$ cat config.mk
export PLATFORM = sky130hd
export DESIGN_NAME = rom_fetch_ctrl_flat
export DESIGN_NICKNAME = d
export VERILOG_FILES = /design/src/rtl/mini_cpu_pkg.sv /design/src/rtl/rom_fetch_ctrl_if.sv /design/src/rtl/fetch_queue.sv /design/src/rtl/rom_fetch_ctrl.sv /design/src/flat_wrapper.sv
export SDC_FILE = /design/constraint.sdc
export NUM_CORES = 1
export LEC_CHECK = 0
export BUFFER_PORTS_ARGS = -buffer_cell sky130_fd_sc_hd__buf_2
export CAP_MARGIN = 40
export CORE_ASPECT_RATIO = 2
export CORE_MARGIN = 2
export CORE_UTILIZATION = 33
export DETAILED_ROUTE_END_ITERATION = 6
export HOLD_SLACK_MARGIN = 0.1
export SYNTH_ARGS = -nofsm -noshare
export SYNTH_HDL_FRONTEND = slang
export SYNTH_SLANG_ARGS = --single-unit
$ cat constraint.sdc
create_clock -name clk -period 4.1 [get_ports clk]
set_clock_uncertainty 0.2 [all_clocks]
set_input_delay 0.41 -clock clk [delete_from_list [all_inputs] [get_ports clk]]
set_output_delay 0.41 -clock clk [all_outputs]
set_load 0.05 [all_outputs]
$ cat src/rtl/mini_cpu_pkg.sv
// Shared Mini-CPU constants and the fetch queue entry type.
package mini_cpu_pkg;

   localparam int WIDTH = 16;
   localparam int DEPTH = 256;
   localparam int AW    = $clog2(DEPTH);

   typedef struct packed {
      logic [AW-1:0]    pc;
      logic [WIDTH-1:0] instr;
   } fetch_entry_t;

endpackage

$ cat src/rtl/rom_fetch_ctrl_if.sv
// ROM port, decoder handshake, control and debug-read signals of the fetch controller.
// master = fetch controller, slave = ROM/decoder/debug environment.
interface rom_fetch_ctrl_if;
   import mini_cpu_pkg::*;

   logic [AW-1:0]    rom_addr;
   logic [WIDTH-1:0] rom_data;
   logic [WIDTH-1:0] instr;
   logic [AW-1:0]    instr_pc;
   logic             instr_valid;
   logic             instr_ready;
   logic             redirect;
   logic [AW-1:0]    redirect_pc;
   logic             halt;
   logic             dbg_req;
   logic [AW-1:0]    dbg_addr;
   logic             dbg_gnt;
   logic [WIDTH-1:0] dbg_data;
   logic             dbg_valid;

   modport master (
      output rom_addr, instr, instr_pc, instr_valid, dbg_gnt, dbg_data, dbg_valid,
      input  rom_data, instr_ready, redirect, redirect_pc, halt, dbg_req, dbg_addr
   );

   modport slave (
      input  rom_addr, instr, instr_pc, instr_valid, dbg_gnt, dbg_data, dbg_valid,
      output rom_data, instr_ready, redirect, redirect_pc, halt, dbg_req, dbg_addr
   );

endinterface

$ cat src/rtl/fetch_queue.sv
// Small synchronous FIFO of fetch entries with flush; head comes straight from storage.
module fetch_queue
   import mini_cpu_pkg::*;
#(
   parameter int QDEPTH = 2
) (
   input  logic                       clk,
   input  logic                       rst,
   input  logic                       push_i,
   input  fetch_entry_t               entry_i,
   input  logic                       pop_i,
   input  logic                       flush_i,
   output fetch_entry_t               head_o,
   output logic [$clog2(QDEPTH):0]    count_o,
   output logic                       full_o,
   output logic                       empty_o
);

   localparam int PW = $clog2(QDEPTH);
   localparam int CW = PW + 1;
   localparam logic [CW-1:0] FULL_CNT = CW'(QDEPTH);

   fetch_entry_t  mem_q [QDEPTH];
   logic [PW-1:0] wr_ptr_q, wr_ptr_d;
   logic [PW-1:0] rd_ptr_q, rd_ptr_d;
   logic [CW-1:0] count_q, count_d;
   logic          do_push, do_pop;

   assign full_o  = (count_q == FULL_CNT);
   assign empty_o = (count_q == '0);
   assign count_o = count_q;
   assign head_o  = mem_q[rd_ptr_q];

   // Flush wins over everything; a push into a full queue is only legal alongside a pop.
   always_comb begin
      wr_ptr_d = wr_ptr_q;
      rd_ptr_d = rd_ptr_q;
      count_d  = count_q;
      do_push  = push_i && (!full_o || pop_i);
      do_pop   = pop_i && !empty_o;
      if (flush_i) begin
         wr_ptr_d = '0;
         rd_ptr_d = '0;
         count_d  = '0;
         do_push  = 1'b0;
         do_pop   = 1'b0;
      end else begin
         if (do_push) wr_ptr_d = wr_ptr_q + 1'b1;
         if (do_pop)  rd_ptr_d = rd_ptr_q + 1'b1;
         case ({do_push, do_pop})
            2'b10:   count_d = count_q + 1'b1;
            2'b01:   count_d = count_q - 1'b1;
            default: count_d = count_q;
         endcase
      end
   end

   always_ff @(posedge clk) begin
      if (rst) begin
         wr_ptr_q <= '0;
         rd_ptr_q <= '0;
         count_q  <= '0;
         for (int i = 0; i < QDEPTH; i++) mem_q[i] <= '0;
      end else begin
         wr_ptr_q <= wr_ptr_d;
         rd_ptr_q <= rd_ptr_d;
         count_q  <= count_d;
         if (do_push) mem_q[wr_ptr_q] <= entry_i;
      end
   end

endmodule

$ cat src/rtl/rom_fetch_ctrl.sv
// Instruction-fetch controller: owns the PC, drives the ROM and feeds the prefetch queue.
// Define ROM_DBG_PORT_EN to share the ROM port with a debug read requester.
module rom_fetch_ctrl
   import mini_cpu_pkg::*;
#(
   parameter int QDEPTH = 2
) (
   input logic              clk,
   input logic              rst,
   rom_fetch_ctrl_if.master bus
);

   localparam int CW = $clog2(QDEPTH) + 1;

   logic [AW-1:0] pc_q, pc_d;
   logic          dbg_gnt;
   logic          fetch;
   logic          pop;
   logic          q_full;
   logic          q_empty;
   logic [CW-1:0] q_count;
   fetch_entry_t  q_head;
   fetch_entry_t  q_entry;

   assign pop     = bus.instr_ready && (q_count != '0);
   assign fetch   = !rst && !bus.redirect && !bus.halt && !dbg_gnt && (!q_full || pop);
   assign q_entry = '{pc: pc_q, instr: bus.rom_data};

   assign bus.rom_addr    = dbg_gnt ? bus.dbg_addr : pc_q;
   assign bus.instr       = q_head.instr;
   assign bus.instr_pc    = q_head.pc;
   assign bus.instr_valid = !q_empty;

   // A redirect always reloads the PC, even while halted or while debug owns the ROM.
   always_comb begin
      pc_d = pc_q;
      if (bus.redirect)  pc_d = bus.redirect_pc;
      else if (fetch)    pc_d = pc_q + 1'b1;
   end

   always_ff @(posedge clk) begin
      if (rst) pc_q <= '0;
      else     pc_q <= pc_d;
   end

   fetch_queue #(.QDEPTH(QDEPTH)) u_queue (
      .clk     (clk),
      .rst     (rst),
      .push_i  (fetch),
      .entry_i (q_entry),
      .pop_i   (pop),
      .flush_i (bus.redirect),
      .head_o  (q_head),
      .count_o (q_count),
      .full_o  (q_full),
      .empty_o (q_empty)
   );

`ifdef ROM_DBG_PORT_EN
   logic             dbg_valid_q;
   logic [WIDTH-1:0] dbg_data_q;

   // The previous grant doubles as the "granted last cycle" flag, so fetch gets every other cycle.
   assign dbg_gnt = !rst && bus.dbg_req && !dbg_valid_q;

   always_ff @(posedge clk) begin
      if (rst) begin
         dbg_valid_q <= 1'b0;
         dbg_data_q  <= '0;
      end else begin
         dbg_valid_q <= dbg_gnt;
         if (dbg_gnt) dbg_data_q <= bus.rom_data;
      end
   end

   assign bus.dbg_valid = dbg_valid_q;
   assign bus.dbg_data  = dbg_data_q;
`else
   logic dbg_req_unused;

   assign dbg_req_unused = bus.dbg_req;
   assign dbg_gnt        = 1'b0;
   assign bus.dbg_valid  = 1'b0;
   assign bus.dbg_data   = '0;
`endif

   assign bus.dbg_gnt = dbg_gnt;

endmodule

$ cat src/flat_wrapper.sv
// flat-port wrapper written by rule: the top's interface ports become plain ports
module rom_fetch_ctrl_flat import mini_cpu_pkg::*;
#(
   parameter int QDEPTH = 2
)
  (clk, rst, bus_rom_addr, bus_instr, bus_instr_pc, bus_instr_valid, bus_dbg_gnt, bus_dbg_data, bus_dbg_valid, bus_rom_data, bus_instr_ready, bus_redirect, bus_redirect_pc, bus_halt, bus_dbg_req, bus_dbg_addr);
  rom_fetch_ctrl_if bus_i ();
  input logic clk;
  input logic rst;
  output wire logic [$bits(bus_i.rom_addr)-1:0] bus_rom_addr;
  output wire logic [$bits(bus_i.instr)-1:0] bus_instr;
  output wire logic [$bits(bus_i.instr_pc)-1:0] bus_instr_pc;
  output wire logic [$bits(bus_i.instr_valid)-1:0] bus_instr_valid;
  output wire logic [$bits(bus_i.dbg_gnt)-1:0] bus_dbg_gnt;
  output wire logic [$bits(bus_i.dbg_data)-1:0] bus_dbg_data;
  output wire logic [$bits(bus_i.dbg_valid)-1:0] bus_dbg_valid;
  input wire logic [$bits(bus_i.rom_data)-1:0] bus_rom_data;
  input wire logic [$bits(bus_i.instr_ready)-1:0] bus_instr_ready;
  input wire logic [$bits(bus_i.redirect)-1:0] bus_redirect;
  input wire logic [$bits(bus_i.redirect_pc)-1:0] bus_redirect_pc;
  input wire logic [$bits(bus_i.halt)-1:0] bus_halt;
  input wire logic [$bits(bus_i.dbg_req)-1:0] bus_dbg_req;
  input wire logic [$bits(bus_i.dbg_addr)-1:0] bus_dbg_addr;
  assign bus_rom_addr = bus_i.rom_addr;
  assign bus_instr = bus_i.instr;
  assign bus_instr_pc = bus_i.instr_pc;
  assign bus_instr_valid = bus_i.instr_valid;
  assign bus_dbg_gnt = bus_i.dbg_gnt;
  assign bus_dbg_data = bus_i.dbg_data;
  assign bus_dbg_valid = bus_i.dbg_valid;
  assign bus_i.rom_data = bus_rom_data;
  assign bus_i.instr_ready = bus_instr_ready;
  assign bus_i.redirect = bus_redirect;
  assign bus_i.redirect_pc = bus_redirect_pc;
  assign bus_i.halt = bus_halt;
  assign bus_i.dbg_req = bus_dbg_req;
  assign bus_i.dbg_addr = bus_dbg_addr;
  rom_fetch_ctrl #(.QDEPTH(QDEPTH)) u_core (.clk(clk), .rst(rst), .bus(bus_i));
endmodule
==> results.txt <==
total number of vias: 1902
root buffer cell: clkbuf_16
setup TNS: 0 ns
Comb pwr share: 0.127
Clock Tree Buf Depth: 2
Psw: 397 uW
post-synth top area share: 0.499
IO Port Bufs: 61
final setup violation count: 0
largest net degree at the start of global routing: 32
RSZ-0062 raised after global routing: false
Die W: 70.2 um
CP max FO: 16
slowest cell delay on critical path: 0.62 ns
worst min-delay path endpoint: u_core.bus.rom_addr[6]
largest area contributor in the netlist: edfxtp_1
Non-Filler Instances: 400
clock share of power: 0.419
Final Hold Fails: 0
synthesized flop and latch total: 61
Worst R2R Setup Slack: 1.96 ns
CTS sink count: 61
worst path arrival time: 1.73 ns
total wire length: 5940 um
outcome: completed
Yosys cell types: 40
Flop pwr share: 0.455
hold path cells: 3
vias in the first global route: 1945
All-Layer GR Usage: 0.132
I/O pins: 89
Setup Crit Path Kind: reg -> out
PD cells: 443 nW/um^2
Mapped Cells: 233
die area: 9560 um^2
Pint: 1.16 mW
PnR Total Power: 1.56 mW
Post-CTS Setup Inserts: 0
grt ovf: 0
CTS buffer count: 9
Lkg Pwr: 1.55 nW
# rows: 48
number of synthesized flops with an enable pin: 48
Sw Share: 0.255
routed len/inst: 14.9 um
first-pass GRT wire length: 9520 um
worst vdd rail ir drop: 0.213 mV
top post-synthesis cells by area: edfxtp_1 (50%), mux2_2 (9.4%), dfxtp_1 (9.0%)
Starting Density: 0.336
Startpoint Class: flip-flop
Filler cells: 860
Setup crit end kind: output port
max_cap viols: 0
core area: 8590 um^2
synth cell count leaders: edfxtp_1 (48), and2_1 (24), and3_1 (24), mux2_2 (24), buf_4 (18)
Initial DRC Count: 107
CP cell instances: buf_16, mux2_2, buf_2
sequential fraction of the synthesis area: 0.589
nets@finish: 335
worst reg2reg startpoint: u_core.u_queue.count_o[0]
area grow syn2layout: 21.9%
CTS resizes: 0
worst min-delay path class: in -> reg
R2R depth: 6
fmax: 0.427 GHz
Cells after DPL: 384
YS warnings: 0
First-pass DRT Iterations: 4
CP max stage cell: dfxtp_1
Period minus WS final: 2.34 ns
Worst EP required: 3.49 ns
hold wc startpoint: bus_redirect_pc[6]
n_diodes: 0
H-tree depth: 3
Post-synth top flop: edfxtp_1
Post-Syn Area per Cell: 12.4 um^2
clock latency on the worst-skew pair: 0.32 ns
count leader, synth: edfxtp_1
Async SR Flop Fraction: 0
Die Y: 136 um
via/cell ratio: 4.76
crit share post-route: 0.572
synthesized area: 2890 um^2
Antenna Nets Post-Route: 0
CTS Hold Bufs: 0
initial antenna violation count: 0
CTS tree: built
dpl hpwl: 4040 um
reg2reg end: u_core.u_queue.mem_q[1][16]
layout cells sized above 1: 0.357
Residual DRC: 0
GPL Wtd Cong: 0.793
fin. max-slew vios: 0
Clock transition at path regs: 0.05 ns
==> how the worst max path moves through the flow <==
stage / startpoint / end / slack, ns / depth (start not counted)
global placement: bus_redirect / u_core.u_queue.mem_q[1][7] / 1.45 / 7
floorplan: rst / u_core.u_queue.mem_q[0][0] / 0.31 / 7
global route: flip-flop / bus_instr_pc[4] / 1.63 / 3
CTS: flip-flop / bus_instr_pc[4] / 1.69 / 3
detailed placement: bus_redirect / u_core.u_queue.mem_q[1][3] / 1.48 / 7
finish: flip-flop / bus_instr_pc[4] / 1.76 / 3
==> stage by stage <==
step	setup slack, ns	util	hold slack (ns)	cell area [um^2]
floorplan	0.310	-	0.281	2950
global placement	1.45	0.374	0.295	3220
detailed placement	1.48	0.379	0.304	3260
CTS	1.69	0.410	0.157	3520
global route	1.63	0.410	0.179	3520
finish	1.76	0.410	0.167	3520
==> critical path: cells and delay by family, from the launching register on <==
| family | cells | cell delay (ns) |
|---|---|---|
| DFF | 1 | 0.62 |
| buffers and inverters | 2 | 0.42 |
| muxes | 1 | 0.35 |
==> cell type report <==
cell class	instances	area, um^2	area share
tap	100	125	0.0355
inverter	4	15.0	0.00426
clock buffer	14	254	0.0721
multi-input combinational	152	1040	0.295
clock inverter	2	8.76	0.00249
sequential	61	1700	0.483
timing repair buffer	67	378	0.107
==> cell families after synthesis <==
group	count (synthesis)	synth area share
simple gates	82	0.161
flops	61	0.589
buf+inv	37	0.0749
mux	25	0.0970
compound gates	21	0.0559
xor+xnor	4	0.0121
fa+ha+maj	2	0.00866
other cells	1	0.00130
==> state kept, by name (all words and copies together), names as in the netlist, named ones only <==
signal,count
u_core.bus.rom_addr,8
u_core.u_queue.rd_ptr_q,1
u_core.u_queue.wr_ptr_q,1
u_core.u_queue.count_o,2
u_core.u_queue.mem_q,48
==> metal layers <==
metal  track usage  part of all wire
met1         0.136              0.36
met5             0                 0
met2         0.243              0.58
met3        0.0237             0.042
met4        0.0801             0.021
==> placed cells by master, fill, tap and decap left out, types with 2 or more instances in the layout <==
| master | count |
|---|---|
| o311ai_0 | 2 |
| or3_1 | 2 |
| inv_1 | 3 |
| clkbuf_16 | 9 |
| a21oi_1 | 4 |
| conb_1 | 18 |
| clkbuf_1 | 4 |
| nand2_1 | 10 |
| nor2_1 | 8 |
| a31oi_1 | 4 |
| edfxtp_1 | 48 |
| mux2_2 | 24 |
| ha_1 | 2 |
| buf_4 | 4 |
| buf_2 | 61 |
| dfxtp_1 | 13 |
| nand3_1 | 5 |
| and2_1 | 24 |
| xnor2_1 | 3 |
| or4_1 | 2 |
| and3_1 | 24 |
| o21ai_0 | 2 |
==> power by group through the flow <==
stage | clock network (mW) | logic [mW] | registers [mW]
floorplan | 0 | 0.150 | 0.734
global placement | 0 | 0.195 | 0.721
detailed placement | 0 | 0.199 | 0.722
CTS | 0.670 | 0.200 | 0.710
global route | 0.693 | 0.210 | 0.713
finish | 0.654 | 0.198 | 0.710
Note: power is estimated with default switching activity, not from simulation.
